**config.mk**
```make
export PLATFORM = sky130hd
export DESIGN_NAME = input_buf_scheduler
export DESIGN_NICKNAME = d
export VERILOG_FILES = /design/src/rtl/input_buf_scheduler.sv
export SDC_FILE = /design/constraint.sdc
export NUM_CORES = 1
export LEC_CHECK = 0
export CORE_ASPECT_RATIO = 1.2
export CORE_MARGIN = 4
export CORE_UTILIZATION = 46
export DETAILED_ROUTE_END_ITERATION = 6
export PLACE_DENSITY = 0.82
export SYNTH_ARGS = -nofsm -noshare
export SYNTH_HDL_FRONTEND = slang
export SYNTH_SLANG_ARGS = --single-unit
```
**constraint.sdc**
```tcl
create_clock -name clk -period 2.45 [get_ports clk]
set_clock_uncertainty 0.2 [all_clocks]
set_input_delay 0.6125 -clock clk [delete_from_list [all_inputs] [get_ports clk]]
set_output_delay 0.6125 -clock clk [all_outputs]
set_load 0.05 [all_outputs]
```
**src/rtl/input_buf_scheduler.sv**
```systemverilog
// input_buf_scheduler: ping-pong input buffer scheduler pairing DMA fills with buffer-to-SRAM drains.
// Ports:
//   clk, rst                 clock, asynchronous active-high reset
//   job_start, tile_count    start a job of tile_count tiles (ignored while busy)
//   dma_start/_buf_select    fill request and target buffer, held until dma_done
//   b2s_start/_buf_select    drain request and source buffer, held until b2s_done
//   sram_ready               gates the start of each drain
//   input_buffer_rw_select   per buffer, 1 while that buffer is being written by DMA
//   buf_full                 per-buffer full flags
//   fill_count, drain_count  tiles filled / drained in the current job
//   busy, job_done           job in progress / one-cycle completion pulse
module input_buf_scheduler #(
    parameter int CNT_W = 8
) (
    input  logic             clk,
    input  logic             rst,
    input  logic             job_start,
    input  logic [CNT_W-1:0] tile_count,
    output logic             dma_start,
    output logic             dma_buf_select,
    input  logic             dma_done,
    output logic             b2s_start,
    output logic             b2s_buf_select,
    input  logic             b2s_done,
    input  logic             sram_ready,
    output logic [1:0]       input_buffer_rw_select,
    output logic [1:0]       buf_full,
    output logic [CNT_W-1:0] fill_count,
    output logic [CNT_W-1:0] drain_count,
    output logic             busy,
    output logic             job_done
);
    localparam logic [1:0] F_IDLE = 2'd0, F_WAIT = 2'd1, F_DMA = 2'd2;
    localparam logic [1:0] D_IDLE = 2'd0, D_WAIT = 2'd1, D_XFER = 2'd2;
    logic [1:0]       fst_q, fst_d, dst_q, dst_d, buf_full_q, buf_full_d;
    logic             fill_ptr_q, fill_ptr_d, drain_ptr_q, drain_ptr_d;
    logic             busy_q, busy_d, job_done_q, job_done_d;
    logic [CNT_W-1:0] fill_cnt_q, fill_cnt_d, drain_cnt_q, drain_cnt_d, tc_q, tc_d;
    always_comb begin
        fst_d       = fst_q;
        dst_d       = dst_q;
        buf_full_d  = buf_full_q;
        fill_ptr_d  = fill_ptr_q;
        drain_ptr_d = drain_ptr_q;
        fill_cnt_d  = fill_cnt_q;
        drain_cnt_d = drain_cnt_q;
        tc_d        = tc_q;
        busy_d      = busy_q;
        job_done_d  = 1'b0;
        if (job_start && !busy_q) begin
            // an empty job completes immediately without ever becoming busy
            fill_cnt_d  = '0;
            drain_cnt_d = '0;
            fill_ptr_d  = 1'b0;
            drain_ptr_d = 1'b0;
            buf_full_d  = '0;
            tc_d        = tile_count;
            busy_d      = tile_count != '0;
            job_done_d  = tile_count == '0;
            fst_d       = tile_count != '0 ? F_WAIT : F_IDLE;
            dst_d       = tile_count != '0 ? D_WAIT : D_IDLE;
        end else begin
            if (fst_q == F_WAIT)
                fst_d = fill_cnt_q == tc_q ? F_IDLE : buf_full_q[fill_ptr_q] ? F_WAIT : F_DMA;
            if (fst_q == F_DMA && dma_done) begin
                fst_d                  = F_WAIT;
                buf_full_d[fill_ptr_q] = 1'b1;
                fill_cnt_d             = fill_cnt_q + 1'b1;
                fill_ptr_d             = !fill_ptr_q;
            end
            if (dst_q == D_WAIT)
                dst_d = drain_cnt_q == tc_q ? D_IDLE : (buf_full_q[drain_ptr_q] && sram_ready) ? D_XFER : D_WAIT;
            // fill and drain always target different buffers when both complete together
            if (dst_q == D_XFER && b2s_done) begin
                buf_full_d[drain_ptr_q] = 1'b0;
                drain_cnt_d             = drain_cnt_q + 1'b1;
                drain_ptr_d             = !drain_ptr_q;
                job_done_d              = drain_cnt_d == tc_q;
                busy_d                  = drain_cnt_d != tc_q;
                dst_d                   = drain_cnt_d == tc_q ? D_IDLE : D_WAIT;
            end
        end
    end
    always_ff @(posedge clk or posedge rst) begin
        if (rst) begin
            fst_q       <= F_IDLE;
            dst_q       <= D_IDLE;
            buf_full_q  <= '0;
            fill_ptr_q  <= 1'b0;
            drain_ptr_q <= 1'b0;
            fill_cnt_q  <= '0;
            drain_cnt_q <= '0;
            tc_q        <= '0;
            busy_q      <= 1'b0;
            job_done_q  <= 1'b0;
        end else begin
            fst_q       <= fst_d;
            dst_q       <= dst_d;
            buf_full_q  <= buf_full_d;
            fill_ptr_q  <= fill_ptr_d;
            drain_ptr_q <= drain_ptr_d;
            fill_cnt_q  <= fill_cnt_d;
            drain_cnt_q <= drain_cnt_d;
            tc_q        <= tc_d;
            busy_q      <= busy_d;
            job_done_q  <= job_done_d;
        end
    end
    assign dma_start              = fst_q == F_DMA;
    assign dma_buf_select         = dma_start & fill_ptr_q;
    assign b2s_start              = dst_q == D_XFER;
    assign b2s_buf_select         = b2s_start & drain_ptr_q;
    assign input_buffer_rw_select = {dma_start & fill_ptr_q, dma_start & ~fill_ptr_q};
    assign buf_full               = buf_full_q;
    assign fill_count             = fill_cnt_q;
    assign drain_count            = drain_cnt_q;
    assign busy                   = busy_q;
    assign job_done               = job_done_q;
endmodule

```
==> impl_metrics.env <==
export IMPL_dpl_hpwl_mm=3.36
export IMPL_syn_inst=215
export IMPL_layout_area_overhead_vs_synth_pct=29.3
export IMPL_buffer_ports_inserted=39
export IMPL_grt_setup_unrepaired="false"
export IMPL_antenna_violations_before_repair=0
export IMPL_worstSetupPathType="reg -> out"
export IMPL_synth_simple_gate_area_share=0.261
export IMPL_post_synth_xor_area_fraction=0.151
export IMPL_max_cap_viols=0
export IMPL_r2r_start="drain_count[0]"
export IMPL_timing_worst_slew_pin_value_ns=0.507
export IMPL_synth_mux_area_frac=0.0111
export IMPL_syn_mean_instance_area_sq_um=8.91
export IMPL_synth_compound_gate_area_share=0.0875
export IMPL_boundaryPins=40
export IMPL_holdPathStages=2
export IMPL_ant_nets=0
export IMPL_final_standard_cell_area_without_fillers_sq_um=2480
export IMPL_critical_path_buf_inv_count=1
export IMPL_cp_arrival_ns=1.58
export IMPL_hold_worst_slack_ns=0.349
export IMPL_num_antenna_cells=0
export IMPL_row_count=25
export IMPL_core_sq_um=3970
export IMPL_number_of_global_route_vias_before_repair=1629
export IMPL_crit_required_ns=1.64
export IMPL_timing_critical_path_to_type="output port"
export IMPL_mostFrequentLayoutCell="sky130_fd_sc_hd__nand2_1"
export IMPL_worst_ir_drop_vdd_v=0.000609
export IMPL_fmax_mhz=418
export IMPL_mostFrequentLayoutCells="41 x sky130_fd_sc_hd__nand2_1, 32 x sky130_fd_sc_hd__dfrtp_1, 24 x sky130_fd_sc_hd__clkdlybuf4s50_1"
export IMPL_holdCritPathClass="reg -> reg"
export IMPL_globalRoute_totalOverflow=0
export IMPL_synthesis_nets=231
export IMPL_post_cts_buffers=0
export IMPL_clk_latency_ns=0.29
export IMPL_nNetsFinal=274
export IMPL_post_cts_resized=0
export IMPL_layoutNonFillerInstCount=313
export IMPL_crit_reg2reg_capture="busy"
export IMPL_run_status="completed"
export IMPL_grt_pass1_wl_mm=7.60
export IMPL_final_max_slew_viols=0
export IMPL_htree_num_levels=2
export IMPL_dieHeight_um=78.7
export IMPL_grt_util_all_layers=0.189
export IMPL_ys_seq_area_frac=0.444
export IMPL_starting_density_of_the_core=0.482
export IMPL_max_clock_path_buffers=2
export IMPL_yosys_warnings=0
export IMPL_r2r_worst_path_cells=6
export IMPL_yosys_register_bits=34
export IMPL_dpl_cell_count=305
export IMPL_drt_wirelength_per_cell_um=14.3
export IMPL_worst_path_largest_cell_delay_ns=0.84
export IMPL_worst_path_dominant_cell_family="buffers and inverters"
export IMPL_synthAdderAreaFrac=0.0131
export IMPL_design_die_area_sq_um=5270
export IMPL_detail_route_vias_per_cell=5.35
export IMPL_largest_family_of_logic_cells_by_synthesized_area="simple AND/OR/NAND/NOR gates"
export IMPL_routabilityCongestion=0.865
export IMPL_worst_setup_path_start_kind="flop"
export IMPL_vias=1675
export IMPL_mappedNetlistArea_sq_um=1920
export IMPL_power_leakage_nw=1.12
export IMPL_r2r_setup_slack_ns=0.13
export IMPL_dpl_instance_area_sq_um=2390
export IMPL_tritoncts_num_sinks=34
export IMPL_report_final_setup_viol=0
export IMPL_yosysUniqueCellTypes=37
export IMPL_worst_setup_hold_path_clk_slew_ns=0.07
export IMPL_clockRootBuffer="sky130_fd_sc_hd__clkbuf_8"
export IMPL_share_of_post_route_cells_with_drive_strength_above_1=0.154
export IMPL_crit_path_cell_trace="clkdlybuf4s50_1"
export IMPL_worst_hold_startpoint="tc_q[6]"
export IMPL_worst_hold_path_endpoint="tc_q[6]"
export IMPL_power_per_cell_area_nw_per_um2=988
export IMPL_totalPowerFinal_mw=2.45
export IMPL_routed_wirelength_mm=4.48
export IMPL_final_hold_violation_count=0
export IMPL_tritoncts_clock_tree="done"
export IMPL_slew_headroom=0.661
export IMPL_startpoint="fill_count[4]"
export IMPL_iteration_0_drc_markers=66
export IMPL_finalCritPeriodShare=0.976
export IMPL_crit_slowest_cell="sky130_fd_sc_hd__clkdlybuf4s50_1"
export IMPL_die_w_um=66.9
export IMPL_route_detailed_drc=0
export IMPL_crit_path_max_fanout=5
export IMPL_cts_hold_buf=0
export IMPL_number_of_buffers_added_by_the_clock_tree_synthesis_step=5
export IMPL_grt_max_degree=35
export IMPL_setup_tns_final_ns=0
export IMPL_minimum_period_implied_by_the_final_worst_setup_slack_ns=2.39
export IMPL_detailedRoute_firstPassIterationCount=5
==> metrics by stage <==
step	utilization	setup slack, ns
5_1_grt	0.624	0.0195
3_5_place_dp	0.602	0.168
4_1_cts	0.624	0.0572
6_report	0.624	0.0580
2_1_floorplan	-	0.0690
3_3_place_gp	0.602	0.242
==> synth_stat cells <==
cell                        n  area share
sky130_fd_sc_hd__nor4_1     5       0.016
sky130_fd_sc_hd__a31oi_1    5       0.016
sky130_fd_sc_hd__a211oi_1   1      0.0039
sky130_fd_sc_hd__nor2b_1    3      0.0098
sky130_fd_sc_hd__clkbuf_1   6       0.012
sky130_fd_sc_hd__or2_2      1      0.0033
sky130_fd_sc_hd__nor4b_1    1      0.0046
sky130_fd_sc_hd__o221a_2    1      0.0059
sky130_fd_sc_hd__nor3_1     7       0.018
sky130_fd_sc_hd__mux2_2     1      0.0059
sky130_fd_sc_hd__and3_1     1      0.0033
sky130_fd_sc_hd__or4_1      1      0.0039
sky130_fd_sc_hd__nand2_1   41       0.080
sky130_fd_sc_hd__and2b_2    1      0.0046
sky130_fd_sc_hd__a21o_1     1      0.0039
sky130_fd_sc_hd__mux2i_1    1      0.0052
sky130_fd_sc_hd__xor2_1    21       0.096
sky130_fd_sc_hd__and4_1     1      0.0046
sky130_fd_sc_hd__nand3b_1   1      0.0039
sky130_fd_sc_hd__o21ai_0    8       0.021
sky130_fd_sc_hd__buf_4      2      0.0078
sky130_fd_sc_hd__a211o_1    1      0.0046
sky130_fd_sc_hd__and2_1     5       0.016
sky130_fd_sc_hd__o21a_1     1      0.0039
sky130_fd_sc_hd__dfrtp_1   34        0.44
sky130_fd_sc_hd__nor3_2     1      0.0052
sky130_fd_sc_hd__a21oi_1    9       0.024
sky130_fd_sc_hd__nor2_1    19       0.037
sky130_fd_sc_hd__or2b_2     1      0.0046
sky130_fd_sc_hd__nand4_1    4       0.013
sky130_fd_sc_hd__o311ai_0   1      0.0046
sky130_fd_sc_hd__clkbuf_8   1      0.0072
sky130_fd_sc_hd__ha_1       2       0.013
sky130_fd_sc_hd__or3_1      4       0.013
sky130_fd_sc_hd__nand3_1    7       0.018
sky130_fd_sc_hd__xnor2_1   12       0.055
sky130_fd_sc_hd__inv_1      3      0.0059
==> worst register-to-register path, cell delays in order, from the launching register on <==
cell	delay, ns
sky130_fd_sc_hd__dfrtp_2	0.41
sky130_fd_sc_hd__ha_1	0.26
sky130_fd_sc_hd__nand3_1	0.17
sky130_fd_sc_hd__or4_1	0.51
sky130_fd_sc_hd__a211o_1	0.33
sky130_fd_sc_hd__nor3_2	0.20
sky130_fd_sc_hd__o21ai_0	0.12
==> how the worst max path moves through the flow <==
stage	cells past startpoint	slack (ns)	endpoint
2_1_floorplan	3	0.07	input_buffer_rw_select[1]
3_3_place_gp	6	0.24	busy
3_5_place_dp	6	0.17	busy
4_1_cts	1	0.06	fill_count[4]
5_1_grt	1	0.02	fill_count[4]
6_report	1	0.06	fill_count[4]
==> cell families after synthesis <==
family	after synthesis
flops	34
compound gates	28
fa+ha+maj	2
xor+xnor	33
buf+inv	12
mux	2
simple gates	104
==> area by class of cell <==
class | count | area, sq um
Inverter | 3 | 11.3
Clock buffer | 6 | 72.6
Clock inverter | 2 | 13.8
Tap cell | 54 | 67.6
Timing Repair Buffer | 45 | 448
Sequential cell | 34 | 853
Multi-Input combinational cell | 169 | 1010
Fill cell | 337 | 1500
==> metal layers <==
layer / track usage / part of all wire
met3: 0.0339 / 0.054
met2: 0.309 / 0.51
met4: 0.0852 / 0.012
met5: 0 / 0
met1: 0.242 / 0.42
==> where the power goes <==
part,switching [mW],total (mW),internal (mW)
sequential,0.213,0.929,0.716
clock,0.211,0.411,0.200
combinational,0.647,1.11,0.460
==> flip-flops by register name (all words and copies together) (netlist names) <==
name and flops:
drain_count 8, fill_count 8, tc_q 8, buf_full 2, dst_q 2, fst_q 2, busy 1, drain_ptr_q 1
fill_ptr_q 1, job_done 1
Note: power is estimated with default switching activity, not from simulation.
